--- src/rtl/agc_ctrl.sv ---
// agc_ctrl: sequencing controller for the AGC datapath.
// Gates samples into the AGC multiplier, aligns the gain-update strobe with
// the AGC's 3-stage pipeline and runs an acquire/track/hold loop on the
// AGC output magnitude, decimating gain updates while locked.
//
// Ports:
//   clk, nrst          clock, asynchronous active-low reset
//   start              (re)start acquisition, level-sampled
//   freeze             hold the gain while high
//   in_valid           input sample strobe
//   agc_out_real/imag  AGC output sample, two's complement
//   agc_en             AGC multiplier enable (combinational)
//   agc_gain_en        AGC gain-register update enable
//   out_valid          AGC output valid strobe
//   locked             registered lock flag
//   state              IDLE=0, ACQUIRE=1, TRACK=2, HOLD=3
module agc_ctrl #(
  parameter int SAMPLE_WH      = 16,
  parameter int R_VALUE        = 6553,
  parameter int LOCK_TOL       = 655,
  parameter int LOSS_TOL       = 1638,
  parameter int LOCK_CNT       = 64,
  parameter int LOSS_CNT       = 16,
  parameter int TRACK_DEC_LOG2 = 2
) (
  input  logic                 clk,
  input  logic                 nrst,
  input  logic                 start,
  input  logic                 freeze,
  input  logic                 in_valid,
  input  logic [SAMPLE_WH-1:0] agc_out_real,
  input  logic [SAMPLE_WH-1:0] agc_out_imag,
  output logic                 agc_en,
  output logic                 agc_gain_en,
  output logic                 out_valid,
  output logic                 locked,
  output logic [1:0]           state
);

  localparam int STAGES = 3;
  localparam int LKW    = $clog2(LOCK_CNT + 1);
  localparam int LSW    = $clog2(LOSS_CNT + 1);
  localparam int DW     = (TRACK_DEC_LOG2 > 0) ? TRACK_DEC_LOG2 : 1;

  localparam logic [SAMPLE_WH:0] RV  = R_VALUE[SAMPLE_WH:0];
  localparam logic [SAMPLE_WH:0] LKT = LOCK_TOL[SAMPLE_WH:0];
  localparam logic [SAMPLE_WH:0] LST = LOSS_TOL[SAMPLE_WH:0];

  typedef enum logic [1:0] {IDLE = 2'd0, ACQUIRE = 2'd1, TRACK = 2'd2, HOLD = 2'd3} state_t;

  state_t               st_q, st_nx;
  logic                 locked_nx, clr;
  logic [LKW-1:0]       lock_q, lock_nx;
  logic [LSW-1:0]       loss_q, loss_nx;
  logic [DW-1:0]        dec_q;
  logic [STAGES:1]      vld_pipe, tag_pipe;
  logic [SAMPLE_WH-1:0] abs_re, abs_im, mag_q;
  logic [SAMPLE_WH:0]   mag_x, err;
  logic                 acc, tag, eval, hit, miss;

  // |x| with the most negative code clipped to the most positive one
  function automatic logic [SAMPLE_WH-1:0] sat_abs(input logic [SAMPLE_WH-1:0] x);
    if (!x[SAMPLE_WH-1])                            sat_abs = x;
    else if (x == {1'b1, {(SAMPLE_WH-1){1'b0}}})    sat_abs = {1'b0, {(SAMPLE_WH-1){1'b1}}};
    else                                            sat_abs = -x;
  endfunction

  assign abs_re = sat_abs(agc_out_real);
  assign abs_im = sat_abs(agc_out_imag);

  // mag_q holds the sample whose out_valid was last cycle; vld_pipe[3] marks it
  assign mag_x = {1'b0, mag_q};
  assign err   = (mag_x >= RV) ? (mag_x - RV) : (RV - mag_x);
  assign eval  = vld_pipe[STAGES];
  assign hit   = (err <= LKT);
  assign miss  = (err > LST);

  // state register
  always_ff @(posedge clk or negedge nrst) begin
    if (!nrst) begin
      st_q   <= IDLE;
      locked <= 1'b0;
      lock_q <= '0;
      loss_q <= '0;
    end else begin
      st_q   <= st_nx;
      locked <= locked_nx;
      lock_q <= lock_nx;
      loss_q <= loss_nx;
    end
  end

  // next-state logic
  always_comb begin
    st_nx     = st_q;
    locked_nx = locked;
    lock_nx   = lock_q;
    loss_nx   = loss_q;
    clr       = 1'b0;
    if (st_q != IDLE && freeze) begin
      st_nx     = HOLD;
      locked_nx = 1'b0;
      clr       = 1'b1;
    end else if (st_q == HOLD) begin
      st_nx = ACQUIRE;
      clr   = 1'b1;
    end else if (start) begin
      st_nx     = ACQUIRE;
      locked_nx = 1'b0;
      clr       = 1'b1;
    end else if (eval && st_q == ACQUIRE) begin
      if (!hit) lock_nx = '0;
      else if (lock_q == LKW'(LOCK_CNT - 1)) begin
        st_nx     = TRACK;
        locked_nx = 1'b1;
        clr       = 1'b1;
      end else lock_nx = lock_q + 1'b1;
    end else if (eval && st_q == TRACK) begin
      if (!miss) loss_nx = '0;
      else if (loss_q == LSW'(LOSS_CNT - 1)) begin
        st_nx     = ACQUIRE;
        locked_nx = 1'b0;
        clr       = 1'b1;
      end else loss_nx = loss_q + 1'b1;
    end
    if (clr) begin
      lock_nx = '0;
      loss_nx = '0;
    end
  end

  // output logic
  always_comb begin
    acc = in_valid && (st_q != IDLE);
    tag = 1'b0;
    case (st_q)
      ACQUIRE: tag = acc;
      TRACK:   tag = acc && (dec_q == '0);
      default: tag = 1'b0;
    endcase
  end

  // tag/valid pipes mirror the AGC latency; in-flight tags always drain
  always_ff @(posedge clk or negedge nrst) begin
    if (!nrst) begin
      vld_pipe <= '0;
      tag_pipe <= '0;
      mag_q    <= '0;
      dec_q    <= '0;
    end else begin
      vld_pipe <= {vld_pipe[STAGES-1:1], acc};
      tag_pipe <= {tag_pipe[STAGES-1:1], tag};
      if (vld_pipe[2]) mag_q <= (abs_re >= abs_im) ? abs_re : abs_im;
      // held at zero outside TRACK so the first TRACK sample updates
      if (st_q != TRACK) dec_q <= '0;
      else if (acc && TRACK_DEC_LOG2 > 0) dec_q <= dec_q + 1'b1;
    end
  end

  assign agc_en      = acc;
  assign out_valid   = vld_pipe[2];
  assign agc_gain_en = tag_pipe[STAGES];
  assign state       = st_q;

endmodule

--- config.mk ---
export PLATFORM = sky130hd
export DESIGN_NAME = agc_ctrl
export DESIGN_NICKNAME = d
export VERILOG_FILES = /design/src/rtl/agc_ctrl.sv
export SDC_FILE = /design/constraint.sdc
export NUM_CORES = 1
export LEC_CHECK = 0
export ABC_AREA = 1
export BUFFER_PORTS_ARGS = -buffer_cell sky130_fd_sc_hd__clkbuf_2
export CAP_MARGIN = 20
export CORE_MARGIN = 5
export CORE_UTILIZATION = 35
export CTS_BUF_LIST = sky130_fd_sc_hd__clkbuf_16
export DETAILED_ROUTE_END_ITERATION = 7
export HOLD_SLACK_MARGIN = 0.05
export PLACE_DENSITY_LB_ADDON = 0.05
export SYNTH_ARGS = -nofsm -noshare
export SYNTH_HDL_FRONTEND = slang
export SYNTH_SLANG_ARGS = --single-unit
--- constraint.sdc ---
create_clock -name clk -period 2.9 [get_ports clk]
set_clock_uncertainty 0.05 [all_clocks]
set_input_delay 0 -clock clk [delete_from_list [all_inputs] [get_ports clk]]
set_output_delay 0 -clock clk [all_outputs]
set_load 0.01 [all_outputs]
==> out/results.txt, run 1 <==
The congestion estimate from routability-driven global placement came to 0.933. In this run the cell area of the synthesized design comes to 0.00452 sq mm. The wire-length estimate of the detail-placed layout is 10800 microns. The number of warnings printed during yosys synthesis was 0. In this run, the number of DRC markers left after iteration 0 of detailed routing was 254. Area of the die: 0.0153 sq mm.

Setup violations remaining at the end of the flow were counted as 6. The final reports fail on negative setup slack. In this run the horizontal extent of the chip is 124 microns.

The maximum vdd drop was 0.267 mV. Prior to clock tree synthesis, the placed netlist has a worst setup slack of -455 ps. For this run, asynchronously set or reset flops after synthesis account for 100%. The final layout contains routed wiring with a total length of 13200 microns.

Primary flip-flop cell chosen by synthesis mapping: sky130_fd_sc_hd__dfrtp_1. TritonCTS built the clock tree. The final critical-path setup slack was -81.9 ps. Counting every sink on the clock net gives 39. The number of nets in the synthesized netlist came out at 804. Timing would allow up to 335 MHz. The critical path in this run is classified as in2reg.

For the length of routed wiring on met1, the log shows 6720 microns. For the post-placement cell area, the log shows 0.00546 sq mm. The number of DRC violations after detailed routing was 0; the total CTS buffers was 5. Clock-pin slew was measured on the worst setup and hold paths at 50 ps. The worst pin sits at a relative slew slack of 37.2%. Synthesis produced 736 cells.

Walking the worst path, the cells encountered are buf_8 -> inv_6 -> ha_4 -> inv_4 -> nor3_4 -> nand2_2 -> nor2_4 -> nand2_2 -> nor3_4 -> inv_2 -> nor2_4 -> buf_6 -> o31ai_1 -> inv_1 -> ha_1 -> a21oi_2 -> o21ai_1 -> nand2_1 -> o211ai_1 -> a21boi_2 -> nand2_2 -> buf_6 -> o211ai_1 -> o21ai_1. After filler insertion, the fill cell instance count of the layout stands at 1369. The count of flip-flops with a built-in enable after synthesis is 0, and the static power due to leakage is 3.11 nW.

The flow ran to the end, but the final reports show violations. Counting stages on the worst path, the most repeated cell is sky130_fd_sc_hd__nand2_2. The count of nets left with antenna violations once routing finished came out at 0.

The first global-routing pass estimated 22300 microns of wire. The tools report the final hold violation count as 0. Across all layers, the routed design uses 4975 vias. For this run, the slowest stage of the critical path takes 280 ps. Power spread over the standard cell area amounts to 511 mW/mm^2. The logs give 364 microns for the routed length on met3 and 2 for the count of H-tree levels built during CTS. Max-cap violations in this run came to 0. The count of buffers added on input and output ports is 42. No sink is reached through more buffers than the 2 on the longest clock path. From synthesis to final layout, the design area changed by 33.1%.

Across all hold checks on the routed design, the worst slack comes to 57.7 ps. CTS placed an instance of sky130_fd_sc_hd__clkbuf_16 at the clock tree root. The highest metal layer carrying signal wires in the routed design is met4.

Once the floorplan was initialized, standard cells occupied 35.8% of the core. The tools report the final instance area as 0.00602 sq mm. The worst setup path startpoint is agc_out_real[1]. The mean post-synth cell area was 6.14 sq um; the data required time of the worst path was 2970 ps. The via count of the first global-routing pass came out at 4655. At the end of the flow, the number of nets in the layout was 934. The worst setup path is launched from a primary input. For this design the top-level I/O count stands at 43. The count of inserted antenna diode cells is 0, and the initial antenna violation count is 0.

For this design, the slowest cell found on the critical path is sky130_fd_sc_hd__ha_1. Counting flops and latches in the post-synthesis netlist gives 39. The total power of the final layout is 3.08 mW. The final clock period utilization by the worst path is 103%, and the overall global routing resource usage is 17.9%. For the worst setup path, the data arrival time is 3050 ps. The tools report the placeable core region as 0.0126 sq mm. The sort of element at the end of the critical path is a flop. The sum of overflow across all layers after global routing was 0. The cell with the most instances after synthesis is sky130_fd_sc_hd__nand2_1. Clock latency on the worst-skew pair, taken at its later pin, is 280 ps.

The final max-slew violation count came out at 0. The fraction of the yosys area taken by sequential cells was 21.6%. The critical register-to-register path startpoint was mag_q[1]. The number of distinct library cell variants in the gate-level netlist after synthesis is 41.

Summed over all instances, the cell type with the most area after synthesis is sky130_fd_sc_hd__dfrtp_1. Using the TritonRoute via totals, the vias-per-cell ratio works out to 4.79. In the final routed layout, each cell accounts on average for 12.7 microns.

The path class of the tightest hold or removal check is in2async. In this run the worst path has a maximum fanout of 8. For the final routed database, the setup TNS stands at -304 ps.

The worst path needs 2980 ps of the cycle, external delays included. The share of the synthesized area in the top cell type works out to 21.6%. The floorplan has 41 rows. Setup repair after global routing could not meet its margin everywhere. The fraction of layout instances using a drive strength above 1 is 25.5%, and the pin count of the biggest net entering global routing is 40.

The height of the chip works out to 124 microns. In the detailed route, the total length drawn on met2 is 6010 microns. By area the synthesized netlist is led by sky130_fd_sc_hd__dfrtp_1, sky130_fd_sc_hd__nand2_1, sky130_fd_sc_hd__ha_1, sky130_fd_sc_hd__nand3_1, sky130_fd_sc_hd__inv_1. For the pin with the worst max-slew slack, the measured transition is 942 ps. The first detailed-routing pass ran for 5 iterations. By count the netlist is led by sky130_fd_sc_hd__nand2_1, sky130_fd_sc_hd__inv_1, sky130_fd_sc_hd__nor2_1.
-- through the flow --
stage | instances | utilization (%)
global route | 1039 | 47.7
floorplan | 736 | -
finish | 1039 | 47.7
CTS | 1025 | 45.0
global placement | 1011 | 43.2
detailed placement | 1011 | 43.2
-- layout by cell type (no fill, tap or decap), drive strengths merged, types with 2 or more instances in the layout --
cell type,count
inv,95
buf,92
nand3,75
clkinvlp,3
nor2,91
dfrtp,39
o211ai,14
o21ai,38
ha,31
nand2,229
o22ai,4
xor2,20
clkbuf,45
nand4,16
o31ai,2
or2,2
a21boi,2
xnor2,5
a21oi,28
nor3,20
dlygate4sd3,4
-- critical path, delay by kind of cell --
family | cells | cell delay (ps)
simple gates | 8 | 1070
compound gates | 7 | 900
fa+ha+maj | 2 | 410
buf+inv | 7 | 670
-- cell type report --
| cell class | count | area [sq um] | share of cell area [%] |
|---|---|---|---|
| Timing Repair Buffer | 136 | 1000 | 16.6 |
| Inverter | 95 | 379 | 6.30 |
| Sequential cell | 39 | 976 | 16.2 |
| Timing Repair inverter | 1 | 7.51 | 0.125 |
| Multi-Input combinational cell | 588 | 3290 | 54.7 |
| Clock buffer | 5 | 125 | 2.08 |
| Tap cell | 172 | 215 | 3.58 |
| Clock inverter | 3 | 23.8 | 0.395 |
-- layer usage --
layer  vias up  GRT usage [%]
met5         -              0
met4         0           2.98
met3         6           2.09
met2        69           28.9
met1      2245           26.1
li1       2655              -
-- logic make-up (layout without fill, tap and decap cells) --
family / Yosys count / count (layout) / share of synthesized area, %
simple gates: 439 / 440 / 43.3
buf+inv: 110 / 240 / 10.0
compound gates: 92 / 92 / 11.6
flops: 39 / 39 / 21.6
fa+ha+maj: 31 / 31 / 8.58
xor+xnor: 25 / 25 / 4.84
-- power by group --
part | switching (mW) | internal (mW)
Sequential | 0.135 | 0.620
Combinational | 1.11 | 0.671
Clock | 0.221 | 0.321
-- registers in the layout, summed over array words and instances, names as in the netlist --
register / count
state: 2
tag_pipe: 3
vld_pipe: 3
mag_q: 16
lock_q: 7
locked: 1
loss_q: 5
dec_q: 2
-- repair_timing --
action / in CTS / in global routing
setup buffers: 1 / 12
hold buffers: 4 / 0
setup endpoints to repair: 16 / 31
pin swaps: 1 / 22
gates cloned: 1 / 1
hold endpoints to repair: 44 / 0
resized for setup: 10 / 58
-- path summary, 6_finish.rpt --
check	slack (ps)	cells past startpoint	end
min in group clk	170	6	mag_q[13]
hold / removal	60	2	mag_q[14]
hold reg to reg	300	0	vld_pipe[2]
setup reg to reg	220	19	lock_q[0]
max in group asynchronous	2320	3	mag_q[2]
setup / recovery	-80	24	mag_q[14]
No activity file was read; power rests on OpenSTA's default activity.
==> inputs of run 2 (changes only) <==
--- a/config.mk
+++ b/config.mk
@@ -5,15 +5,15 @@
 export SDC_FILE = /design/constraint.sdc
 export NUM_CORES = 1
 export LEC_CHECK = 0
-export ABC_AREA = 1
 export BUFFER_PORTS_ARGS = -buffer_cell sky130_fd_sc_hd__clkbuf_2
 export CAP_MARGIN = 20
 export CORE_MARGIN = 5
-export CORE_UTILIZATION = 35
+export CORE_UTILIZATION = 46
 export CTS_BUF_LIST = sky130_fd_sc_hd__clkbuf_16
 export DETAILED_ROUTE_END_ITERATION = 7
 export HOLD_SLACK_MARGIN = 0.05
 export PLACE_DENSITY_LB_ADDON = 0.05
+export SKIP_LAST_GASP = 1
 export SYNTH_ARGS = -nofsm -noshare
 export SYNTH_HDL_FRONTEND = slang
 export SYNTH_SLANG_ARGS = --single-unit
==> out/results.txt, run 2 <==
The run finished, with violations left. The final reports fail on negative setup slack. The number of standard cells in the final layout excluding fillers is 825 (-21%), and the internal power contribution is 1.94 mW (+20%).

Number of nets in the synthesized netlist: 591 (-26%). The tools report the clock latency at the later pin of the worst-skew pair as 280 ps (about the same). The quantity of I/O buffers inserted on ports is 42 (unchanged), and the via count of the first global-routing pass is 4823 (+3.6%). The tools report the total wire length after detailed routing as 13300 microns (+1.2%).

The count of maximum capacitance violations is 0 (unchanged). The mapped cell area was 0.00422 sq mm (-6.6%); the starting density of the core was 46.3% (+11 points). Walking the worst path, the cells encountered are clkbuf_16 -> inv_12 -> ha_4 -> nand2_2 -> or3_4 -> or4_4 -> nor2_4 -> and3_4 -> buf_6 -> nor2_4 -> inv_1 -> ha_1 -> nand2b_4 -> a21o_1 -> a21o_1 -> a21oi_2 -> nor2b_1 -> o21ai_1 -> and3_4 -> buf_12 -> o31ai_4 -> or2_4 -> a31oi_1. The count of flip-flops with a built-in enable after synthesis is 0 (unchanged), and the total CTS buffers is 5 (unchanged). The number of distinct library cell variants in the gate-level netlist after synthesis is 79 (+93%).

The tools report the met2 track demand over resource as 41.9% (+13 points). The register clock-pin slew on the reported worst setup and hold paths works out to 60 ps (about the same). The count of H-tree levels built during CTS was 2 (unchanged); the combinational cell fraction of total power was 59.1% (+1.3 points). The startpoint identified for the worst register-to-register timing path is mag_q[1]. The tree is rooted in a sky130_fd_sc_hd__clkbuf_16.

The logs give 43 (unchanged) for the top-level I/O count and 2 (unchanged) for the maximum clock insertion buffer count. The fraction of the yosys area taken by sequential cells came out at 23.1% (+1.5 points). The number of sinks on the clock net is 39 (unchanged), and the synthesized instance count is 523 (-29%).

The longest individual stage delay on the worst path is 510 ps (+230 ps), and the data arrival time of the worst path is 3660 ps (+610 ps). The net switching power was 1.20 mW (-18%). The run gives 0.00566 sq mm (+3.8%) as the post-placement cell area. Yosys attributes the largest share of cell area to sky130_fd_sc_hd__dfrtp_1, sky130_fd_sc_hd__ha_1, sky130_fd_sc_hd__nand2_1, sky130_fd_sc_hd__nor2_1, sky130_fd_sc_hd__xnor2_1.

The fraction of power consumed by the clock network came out at 19.9% (+2.3 points). The register bank with the most flops is mag_q. The run gives 3.37% (+1.3 points) as the met3 demand-to-capacity share in global routing. Reg-to-reg endpoint: state[0]. After global routing, the most crowded layer is met2. The remaining antenna violation count after routing is 0 (unchanged), and the height of the chip is 106 microns (-14%).

The critical path ends at mag_q[14]. The run gives 3.03 nW (-2.8%) as the static power due to leakage. Setup repair after global routing could not meet its margin everywhere. The logs give 0 (unchanged) for the final max-slew violation count and 4699 (-5.5%) for the routed via count. The placer's final routability congestion estimate is 0.904 (-3.1%).

Yosys instantiated no cell more often than sky130_fd_sc_hd__nand2_1. Compared with the post-synthesis result, the final layout area differs by 55.2%. The final hold violation count came out at 0 (unchanged). STA classifies the critical path endpoint as a flop. The total iterations of the first detailed-routing run is 5 (unchanged). The power density of the placed cells was 480 mW/mm^2 (-6.2%); the met1 routing resource usage after global routing was 30.4% (+4.3 points).

Critical path's slowest cell: sky130_fd_sc_hd__or4_4. Maximum clock rate: 285 MHz (-15%). TritonCTS built the clock tree.

For the HPWL after detailed placement, the log shows 10100 microns (-6.9%). The mean post-synth cell area was 8.07 sq um (+31%); the maximum net fanout on the critical path was 7 (-1). Switching power share of the total: 38.2% (-9.4 points).

The flip-flop count of the largest register, all copies and words added came out at 16 (unchanged). The share of the synthesized area in the top cell type was 23.1% (+1.5 points). Fraction of layout instances using a drive strength above 1: 45.0% (+19 points). Die extent in x: 106 microns (-14%). The transition time at the pin with the least slew margin came out at 529 ps (-413 ps). The final critical delay including setup and external delays was 3510 ps (+527 ps).

The final instance area is 0.00655 sq mm (+8.8%), and the sum of overflow across all layers after global routing is 0 (unchanged). The initial antenna violation count was 0 (unchanged); the maximum vdd drop was 0.379 mV (+42%). Launching element type of the critical path: a primary input. The dominant cell type by area after synthesis is sky130_fd_sc_hd__dfrtp_1. The placeable core region is 0.00911 sq mm (-28%). The async set-reset flop share out of synthesis is 100% (unchanged), and the net count of the finished layout is 781 (-16%). The data required time of the worst path is 3060 ps (+90 ps), and the minimum setup slack among reg-to-reg paths is -230 ps (-450 ps). The routed length per placed instance is 16.2 microns (+27%).

The largest registers in the layout are mag_q: 16 flops, lock_q: 7 flops, loss_q: 5 flops. Final critical-path setup slack: -608 ps (-527 ps). Count of inserted antenna diode cells: 0 (unchanged). The via density per instance is 5.70 (+19%). The first-pass GRT wire length is 22300 microns (unchanged). In the synthesized netlist, the cells that appear most often are sky130_fd_sc_hd__nand2_1, sky130_fd_sc_hd__dfrtp_1, sky130_fd_sc_hd__nor2_1. Leaving out fill and tap cells, the most frequent cell in the layout is sky130_fd_sc_hd__buf_4. The worst reg-to-reg path cell count works out to 13 (-6). The most critical setup path has its startpoint at agc_out_imag[0].

For the area of the die, the log shows 0.0112 sq mm (-27%). Number of DRC violations after detailed routing: 0 (unchanged). The run gives 181 (-29%) as the DRC violation total after the first TritonRoute iteration. The setup slack after placement was -1290 ps (-832 ps); the portion of total power attributed to sequential cells was 21.1% (-3.4 points). Number of core rows: 35 (-15%).

The cell count after placement is 795 (-21%), and the final clock period utilization by the worst path is 121% (+18 points). Worst hold path class: in2reg. The number of warnings printed during yosys synthesis is 0 (unchanged). The run gives 30 (+24) as the number of failing setup endpoints in the final timing report.

For this run, the leading register cell type out of synthesis is sky130_fd_sc_hd__dfrtp_1. The overall global routing resource usage is 23.9% (+5.9 points), and the register bit total from synthesis is 39 (unchanged). The pin count of the biggest net entering global routing came out at 40 (unchanged). In the layout the commonest cells are sky130_fd_sc_hd__buf_4, sky130_fd_sc_hd__nand2_1, sky130_fd_sc_hd__clkbuf_2.

The critical path is of the in2reg type. The relative slew slack is 64.2% (+27 points), and the total power of the final layout is 3.14 mW (+2.1%).
[run 2: worst min path at each step]
stage,start,endpoint,slack (ps),cells past startpoint
floorplan,nrst,dec_q[0],-350,0
global placement,nrst,loss_q[1],140,1
detailed placement,nrst,loss_q[1],150,1
CTS,freeze,locked,90,3
global route,freeze,locked,120,3
finish,freeze,locked,100,3
[run 2: critical path: cells and delay by family]
family | cells | cell delay [ps]
and+or+nand+nor | 10 | 1950
AOI/OAI and AO/OA | 6 | 870
buffers and inverters | 5 | 480
adders and majority gates | 2 | 350
[run 2: final cells by class]
class / count / area, sq um
well taps: 111 / 139
clock inverters: 3 / 43.8
clock buffers: 5 / 125
multi-input cells: 430 / 3550
flip-flops and latches: 39 / 976
fillers: 681 / 2560
repair buffers: 210 / 1590
inverters: 27 / 124
[run 2: power groups by stage]
stage	sequential, mW	combinational (mW)	clock (mW)
after global routing	0.673	2.01	0.657
after floorplan	0.658	0.932	0
after detailed placement	0.669	1.54	0
after global placement	0.666	1.52	0
after CTS	0.661	1.72	0.635
final	0.662	1.86	0.624
[run 2: what timing repair did]
action / CTS / global route
hold endpoints to repair: 41 / 3
setup buffers: 9 / 5
endpoints found under the setup margin: 31 / 31
resized for setup: 53 / 49
cloned: 3 / 0
pin swaps: 25 / 8
hold buffers: 3 / 1
[run 2: kinds of logic (layout without fill, tap and decap cells)]
kind of cell	count (synthesis)	in the layout	synth area share, %
and+or+nand+nor	217	217	28.2
AOI/OAI and AO/OA	129	132	22.0
buffers and inverters	57	245	6.17
DFF	39	39	23.1
adders and majority gates	31	31	9.19
xor gates and xnor gates	29	29	6.02
muxes	21	21	5.25
[run 2: per-layer routing]
layer  part of all wire [%]  wire (microns)  vias up
met1                     43            5730     2266
li1                       -               -     2308
met4                    1.9             257        0
met5                      0               0        -
met3                    3.6             478       24
met2                     52            6870      101
[run 2: metrics by stage]
step	hold WS [ps]	utilization [%]	TNS, ps
4_1_cts	91.9	68.4	-10890
6_report	103	71.9	-10880
5_1_grt	119	71.9	-14870
3_5_place_dp	152	62.2	-20830
3_3_place_gp	143	62.2	-19650
2_1_floorplan	-346	-	-8370
